File: src/rtl/display_scan_scheduler.sv
// Drives the 4-digit 7-segment display: anode scan, frame-aligned source switching,
// edit-cursor blink and time-colon (dp) blink.
module display_scan_scheduler #(
  parameter int unsigned REFRESH_DIV  = 100000,
  parameter int unsigned BLINK_FRAMES = 125
) (
  input  logic        clk,
  input  logic        resetn,
  input  logic [3:0]  svc_sel,
  input  logic        alarm_ring,
  input  logic [15:0] time_bcd,
  input  logic [15:0] set_bcd,
  input  logic [15:0] alarm_bcd,
  input  logic [15:0] game_bcd,
  input  logic [3:0]  cursor,
  output logic [7:0]  seg,
  output logic [3:0]  anode,
  output logic [2:0]  active_src
);

  localparam int unsigned SC_W = $clog2(REFRESH_DIV);
  localparam int unsigned FC_W = (BLINK_FRAMES > 1) ? $clog2(BLINK_FRAMES) : 1;

  localparam logic [2:0] SRC_TIME  = 3'd0;
  localparam logic [2:0] SRC_SET   = 3'd1;
  localparam logic [2:0] SRC_ALARM = 3'd2;
  localparam logic [2:0] SRC_GAME  = 3'd3;
  localparam logic [2:0] SRC_RING  = 3'd4;

  logic [SC_W-1:0] scan_cnt;
  logic [1:0]      digit_idx;
  logic [FC_W-1:0] frame_cnt;
  logic            blink_phase;
  logic [15:0]     frame_val;

  logic [2:0]  cand_src;
  logic [15:0] cand_val;
  logic        slot_wrap;
  logic        frame_commit;
  logic [3:0]  nibble;
  logic [6:0]  seg_pat;
  logic        blank;
  logic        dp;
  logic [7:0]  seg_d;
  logic [3:0]  anode_d;

  // Candidate source; anything other than a clean one-hot selection falls back to time
  always_comb begin
    cand_src = SRC_TIME;
    if (alarm_ring) begin
      cand_src = SRC_RING;
    end else begin
      case (svc_sel)
        4'b1000: cand_src = SRC_SET;
        4'b0100: cand_src = SRC_ALARM;
        4'b0010: cand_src = SRC_GAME;
        default: cand_src = SRC_TIME;
      endcase
    end
  end

  always_comb begin
    cand_val = time_bcd;
    case (cand_src)
      SRC_SET:   cand_val = set_bcd;
      SRC_ALARM: cand_val = alarm_bcd;
      SRC_GAME:  cand_val = game_bcd;
      default:   cand_val = time_bcd;
    endcase
  end

  assign slot_wrap    = (scan_cnt == SC_W'(REFRESH_DIV - 1));
  assign frame_commit = slot_wrap && (digit_idx == 2'd3);

  always_comb begin
    nibble = frame_val[15:12];
    case (digit_idx)
      2'd0: nibble = frame_val[15:12];
      2'd1: nibble = frame_val[11:8];
      2'd2: nibble = frame_val[7:4];
      2'd3: nibble = frame_val[3:0];
      default: nibble = frame_val[15:12];
    endcase
  end

  always_comb begin
    seg_pat = 7'h00;
    case (nibble)
      4'd0: seg_pat = 7'b0111111;
      4'd1: seg_pat = 7'b0000110;
      4'd2: seg_pat = 7'b1011011;
      4'd3: seg_pat = 7'b1001111;
      4'd4: seg_pat = 7'b1100110;
      4'd5: seg_pat = 7'b1101101;
      4'd6: seg_pat = 7'b1111101;
      4'd7: seg_pat = 7'b0000111;
      4'd8: seg_pat = 7'b1111111;
      4'd9: seg_pat = 7'b1101111;
      default: seg_pat = 7'h00;
    endcase
  end

  // Cursor is read live so the edited digit follows the user immediately
  always_comb begin
    blank = 1'b0;
    if (nibble > 4'd9) begin
      blank = 1'b1;
    end else if ((active_src == SRC_RING) && blink_phase) begin
      blank = 1'b1;
    end else if (((active_src == SRC_SET) || (active_src == SRC_ALARM)) &&
                 cursor[2'd3 - digit_idx] && blink_phase) begin
      blank = 1'b1;
    end
    dp      = (digit_idx == 2'd1) &&
              ((active_src == SRC_TIME) || (active_src == SRC_RING)) && !blink_phase;
    seg_d   = {dp, blank ? 7'h00 : seg_pat};
    anode_d = ~(4'b1000 >> digit_idx);
  end

  always_ff @(posedge clk or negedge resetn) begin
    if (!resetn) begin
      scan_cnt    <= '0;
      digit_idx   <= 2'd0;
      frame_cnt   <= '0;
      blink_phase <= 1'b0;
      frame_val   <= 16'h0000;
      active_src  <= SRC_TIME;
      seg         <= 8'h00;
      anode       <= 4'b1111;
    end else begin
      scan_cnt <= slot_wrap ? '0 : scan_cnt + SC_W'(1);
      if (slot_wrap) begin
        digit_idx <= digit_idx + 2'd1;
      end
      // Source and value change only between frames so a frame never mixes sources
      if (frame_commit) begin
        active_src <= cand_src;
        frame_val  <= cand_val;
        if (cand_src != active_src) begin
          frame_cnt   <= '0;
          blink_phase <= 1'b0;
        end else if (frame_cnt == FC_W'(BLINK_FRAMES - 1)) begin
          frame_cnt   <= '0;
          blink_phase <= ~blink_phase;
        end else begin
          frame_cnt <= frame_cnt + FC_W'(1);
        end
      end
      seg   <= seg_d;
      anode <= anode_d;
    end
  end

endmodule

File: config.mk
export PLATFORM = sky130hd
export DESIGN_NAME = display_scan_scheduler
export DESIGN_NICKNAME = d
export VERILOG_FILES = /design/src/rtl/display_scan_scheduler.sv
export SDC_FILE = /design/constraint.sdc
export NUM_CORES = 1
export LEC_CHECK = 0
export BUFFER_PORTS_ARGS = -buffer_cell sky130_fd_sc_hd__buf_2
export CORE_MARGIN = 2
export CORE_UTILIZATION = 57
export CTS_CLUSTER_SIZE = 16
export DETAILED_ROUTE_END_ITERATION = 12
export PLACE_DENSITY_LB_ADDON = 0.25
export SLEW_MARGIN = 20
export SYNTH_ARGS = -nofsm -noshare
export SYNTH_HDL_FRONTEND = slang
export SYNTH_SLANG_ARGS = --single-unit
File: constraint.sdc
create_clock -name clk -period 3.58 [get_ports clk]
set_clock_uncertainty 0.05 [all_clocks]
set_input_delay 0.179 -clock clk [delete_from_list [all_inputs] [get_ports clk]]
set_output_delay 0.179 -clock clk [all_outputs]
set_load 0.02 [all_outputs]
# After elaboration in Yosys (flattened, before gate mapping)

Memory sizes are Yosys's and may differ from the RTL's.
Cells that the tools add are included.

Reduce and logical (&&, ||, !) cells: 13
Eq/ne operators: 15
Shift operators: 1
$lt $le $gt $ge: 2
Add/subtract/negate cells: 4
Mux-type cells: 15
Bitwise logic cells: 2

Operators by type and width:

| cell                                                                   | number |
|---|---|
| 16-bit case mux with 3 select lines                                    | 1 |
| 7-bit 2-to-1 mux                                                       | 3 |
| 17-bit by 1-bit adder with 17-bit output (second input constant)       | 1 |
| 17-bit equality test (second input constant)                           | 1 |
| 17-bit 2-to-1 mux                                                      | 1 |
| 4-bit case mux with 4 select lines                                     | 1 |
| 3-bit by 2-bit equality test with 1-bit output (second input constant) | 3 |
| 7-bit by 1-bit adder with 7-bit output (second input constant)         | 1 |
| 7-bit equality test (second input constant)                            | 1 |
| 3-bit by 1-bit equality test with 1-bit output (second input constant) | 2 |
| 1-bit logical AND                                                      | 6 |
| 1-bit 2-to-1 mux                                                       | 6 |
| 2-bit case mux with 3 select lines                                     | 1 |
| 2-bit equality test (second input constant)                            | 2 |
| 4-bit by 2-bit equality test with 1-bit output (second input constant) | 1 |
| 4-bit by 3-bit equality test with 1-bit output (second input constant) | 1 |
| 4-bit equality test (second input constant)                            | 1 |
| 4-bit greater-than comparator (second input constant)                  | 1 |
| 4-bit NOT                                                              | 1 |
| 4-bit by 2-bit >> shifter with 4-bit output (first input constant)     | 1 |
| 3-bit equality test (second input constant)                            | 1 |
| 3-bit logical NOT                                                      | 1 |
| 2-bit by 3-bit < comparator with 1-bit output (second input constant)  | 1 |
| 3-bit 2-to-1 mux                                                       | 1 |
| 11 further kinds                                                       | 12 |

Output and inout bits: 15
Input bits: 75
Flip-flop bits (word level): 58
Memories kept: 1
Word-level logic and storage cells: 61
Memory bits (read-only): 112

Memories:

| memory           | words | bits a word | rd ports | clocked after memory_dff | wr ports | RTL line | RTL |
|---|---|---|---|---|---|---|---|
| (name not given) | 16    | 7           | 1        | 0                        | 0        | 88       | `case (nibble)` |

# Longest topological paths before layout

Depth after elaboration: 9
Depth in mapped cells: 11
Gate-level depth less buffers: 11

# Least setup slack after synthesis

No wires, ideal clock.

Path type: register -> register
From: register digit_idx[0]
To: register seg[6]
Stages on the path, launching flop included: 12
Setup time: 78 ps
Period minus slack after synthesis: 2,372 ps
Path buffers: 1
Arrival time: 2,244 ps
Required time: 3,452 ps
Path slack: 1,208 ps
Cells stage by stage: dfrtp_1 > ha_1 > buf_6 > a22oi_1 > nand2_1 > mux2i_1 > inv_1 > ha_1 > a211oi_1 > a21oi_1 > or2_2 > a21oi_1

Cells in the longest elaborated chain, start to end: 9
Elaborated cells on any way between the ends: 16
Classes of those cells: 1 x add/sub; 1 x order compare; 3 x eq/ne; 7 x mux; 3 x reduce/logical; 1 x memory

RTL lines:

| element                                   | RTL line | RTL |
|---|---|---|
| start, declared                           | 31       | `logic [1:0] digit_idx;` |
| start signal, assigned                    | 133      | `digit_idx <= digit_idx + 2'd1;` |
| 2-bit subtractor                          | 111      | `cursor[2'd3 - digit_idx] && blink_phase) begin` |
| 1-bit binary-select mux with 2-bit select | 111      |  |
| 1-bit 2-to-1 mux (implied by the code)    | 111      |  |
| 1-bit logical AND                         | 110      | `end else if (((active_src == SRC_SET) \|\| (active_src == SRC_ALARM)) &&` |
| 1-bit logical AND                         | 111      |  |
| 1-bit 2-to-1 mux                          | 110      |  |
| 1-bit 2-to-1 mux                          | 108      | `end else if ((active_src == SRC_RING) && blink_phase) begin` |
| 1-bit 2-to-1 mux                          | 106      | `if (nibble > 4'd9) begin` |
| 7-bit 2-to-1 mux (*)                      | 116      | `seg_d = {dp, blank ? 7'h00 : seg_pat};` |
| via seg_d[6]                              | 44       | `logic [7:0] seg_d;` |
| end signal, assigned                      | 149      | `seg <= seg_d;` |
| end, declared                             | 16       | `output logic [7:0] seg,` |

The timed path passes the listed nets; every way through them passes the cells marked *. The select of a mux whose other input is x is not followed.
A chain may end at the register's enable or synchronous reset.

# Worst setup path in the final report

Ends and elaborated chain as after synthesis.

==> flow_metrics.py <==
metrics = {
    "critical_path": {
        "required_ns": 3.79,
        "path_max_fanout": 9,
        "cp_num_buf_inv": 1,
        "reg2reg_depth": 10,
        "slowest_delay_ns": 0.42,
        "setup.worst_path.class": "flop to flop",
        "slowest_stage": "dfrtp_1",
        "r2r_slack_ns": 0.88,
        "cp.depth": 10,
        "worst_setup_path_start_kind": "flop",
        "crit_arrival_ns": 2.91,
        "worstReg2RegStart": "digit_idx[0]",
        "endpoint_kind": "flop",
        "worst_r2r_endpoint": "seg[6]",
        "crit_family": "compound AO/OA/AOI/OAI gates",
        "path_cells": "ha_1, a22oi_1, nand2_1, mux2i_1, inv_1, ha_1, a211oi_1, a21oi_1, or2_2, a21oi_1",
    },
    "run": {
        "maxCapViolations": 0,
    },
    "synthesis": {
        "yosysSeqAreaShare_pct": 42.5,
        "post-synth-top-count-cell": "dfrtp_1",
        "netlist_instances": 337,
        "syn_area_per_cell_um2": 10.2,
        "async_flop_share_pct": 100,
        "synth.area.top_cells": "dfrtp_1 (39%), mux2i_1 (10%), mux2_2 (5.3%)",
        "synth_fp_nets": 426,
        "synth_edf_count": 0,
        "synthFlopType": "dfrtp_1",
        "ys_ff_latch": 58,
        "yosysTopAreaCellShare_pct": 39.4,
        "synth_top_cells_by_count": "dfrtp_1 (54), nand2_1 (37), mux2i_1 (35), o21ai_0 (25), nor2_1 (19)",
        "yosys_warnings": 0,
        "syn-cell-area_um2": 3430,
        "yosys.area.top_type": "dfrtp_1",
        "ys_types": 51,
    },
    "power_and_ir_drop": {
        "vdd_ir_drop_max_v": 0.000283,
        "power_density_nw_per_um2": 364,
        "fin_total_pwr_mw": 1.52,
        "p_leak_nw": 1.99,
    },
    "clock_network": {
        "clk_pin_slew_worst_paths_ns": 0.06,
        "cts_tree": "yes",
        "cts_root_buf": "clkbuf_8",
        "h-tree-depth": 3,
        "numCtsBuffers": 9,
        "post_cts_buffers": 0,
        "post_cts_resized": 0,
        "clk_latency_ns": 0.34,
        "cts.sinks": 58,
        "cts.path.max_buffers": 2,
        "ctsHoldBuffers": 1,
    },
    "sta": {
        "tightest_slew_ns": 0.950,
        "maxSlewHeadroom_pct": 36.6,
        "fin_setup_tns_ns": 0,
        "drv_slew": 0,
        "hold_viol_final": 0,
        "setup_viol": 0,
        "max_clock_freq_mhz": 370,
        "rsz0062_at_grt": "no",
        "fin_crit_ns": 2.70,
        "period_share_pct": 75.4,
    },
    "placement": {
        "dpl.hpwl_mm": 5.54,
        "port-buffer-count": 89,
        "gp_congestion": 0.915,
    },
    "grt": {
        "met2_usage_pct": 39.8,
        "grt-ovfl-total": 0,
        "grt_max_degree": 39,
        "use_met1_pct": 30.9,
        "grt_pass1_wl_mm": 12.2,
        "grt_pass1_vias": 2672,
        "antenna_found_initial": 0,
        "grt.busiest_layer": "met2",
        "grtUsageMet3_pct": 4.29,
        "grtUsageTotal_pct": 24.0,
    },
    "floorplan": {
        "die_h_um": 81.6,
        "die-area_um2": 6660,
        "initial_utilization_pct": 58.3,
        "die_w_um": 81.6,
        "rows": 28,
        "pin_count": 90,
        "coreArea_um2": 5890,
    },
    "layout": {
        "syn2layout_area_growth_pct": 21.7,
        "antenna_cells": 0,
        "layout.nets": 515,
        "drive_above_1_share_pct": 31.3,
    },
    "hold_path": {
        "hold_start": "alarm_ring",
        "holdPathStages": 3,
        "worst_hold_path_type": "input pin to flop",
        "hold_path_end": "active_src[2]",
    },
    "detailed_routing": {
        "drtIter0Drc": 173,
        "vias": 2840,
        "vias_per_cell": 5.61,
        "routed_wl_mm": 7.59,
        "wl_per_cell_um": 15.0,
        "drc": 0,
        "drt_pass1_iterations": 4,
        "ant_nets": 0,
    },
    "status": {
        "status": "completed",
    },
}
## cell type report
type                    count  area, um^2
multi-input cells         248        1840
fillers                   423        1710
flip-flops and latches     58        1460
repair buffers             92         470
clock buffers              11         151
clock inverters             5         100
well taps                  75        93.8
inverters                  17        63.8
## tightest hold or removal path, stage by stage
cell and delay, ns:
buf_2 0.15, nand2_1 0.06, o21ai_0 0.07
## placed cells by master (no fill, tap or decap), types with 13 or more instances in the layout
cell type	Yosys	routed
nand2_1	37	37
xnor2_1	13	13
mux2_2	16	16
ha_1	14	14
mux2i_1	35	35
inv_1	17	17
dfrtp_1	54	54
buf_2	5	89
o21ai_0	25	25
nor2_1	19	19
## worst max-delay path by stage
| stage | slack (ns) | endpoint | startpoint |
|---|---|---|---|
| final | 0.88 | seg[6] | digit_idx[0] |
| after global routing | 0.62 | seg[6] | digit_idx[0] |
| after CTS | 0.92 | seg[6] | digit_idx[0] |
| after detailed placement | 0.95 | seg[6] | digit_idx[0] |
| after global placement | 1.08 | seg[6] | digit_idx[0] |
| after floorplan | 1.21 | seg[6] | digit_idx[0] |
## through the flow
step	hold WS, ns	area, um^2	setup slack (ns)	utilization, %	std cells
5_1_grt	0.133	4180	0.622	70.9	506
3_5_place_dp	0.147	3910	0.951	66.5	489
2_1_floorplan	-0.167	3430	1.21	-	337
3_3_place_gp	0.142	3910	1.08	66.5	489
4_1_cts	0.111	4180	0.920	70.9	506
6_report	0.112	4180	0.880	70.9	506
## registers in the layout, summed over array words and instances (netlist names)
| signal | flops |
|---|---|
| active_src | 3 |
| anode | 4 |
| blink_phase | 1 |
| digit_idx | 2 |
| frame_cnt | 7 |
| frame_val | 16 |
| scan_cnt | 17 |
| seg | 8 |
## cells by family after synthesis
group / after synthesis / synth area share [%]
AO/OA/AOI/OAI: 59 / 11.5
flip-flops: 58 / 42.5
adder cells (fa/ha/maj): 14 / 5.11
XOR/XNOR: 19 / 4.85
buffers and inverters: 31 / 4.23
multiplexers: 53 / 16.4
AND/OR/NAND/NOR: 103 / 15.4
## metal layers
metal,vias up,share of wire [%]
met5,-,0
met4,0,2.2
met3,15,5.5
met2,104,50
met1,1342,43
li1,1379,-
## report_power, final
part           internal (mW)  switching, mW
combinational         0.0596         0.0499
clock                  0.498          0.258
sequential             0.656       0.000273
(Power assumes the default switching activity.)
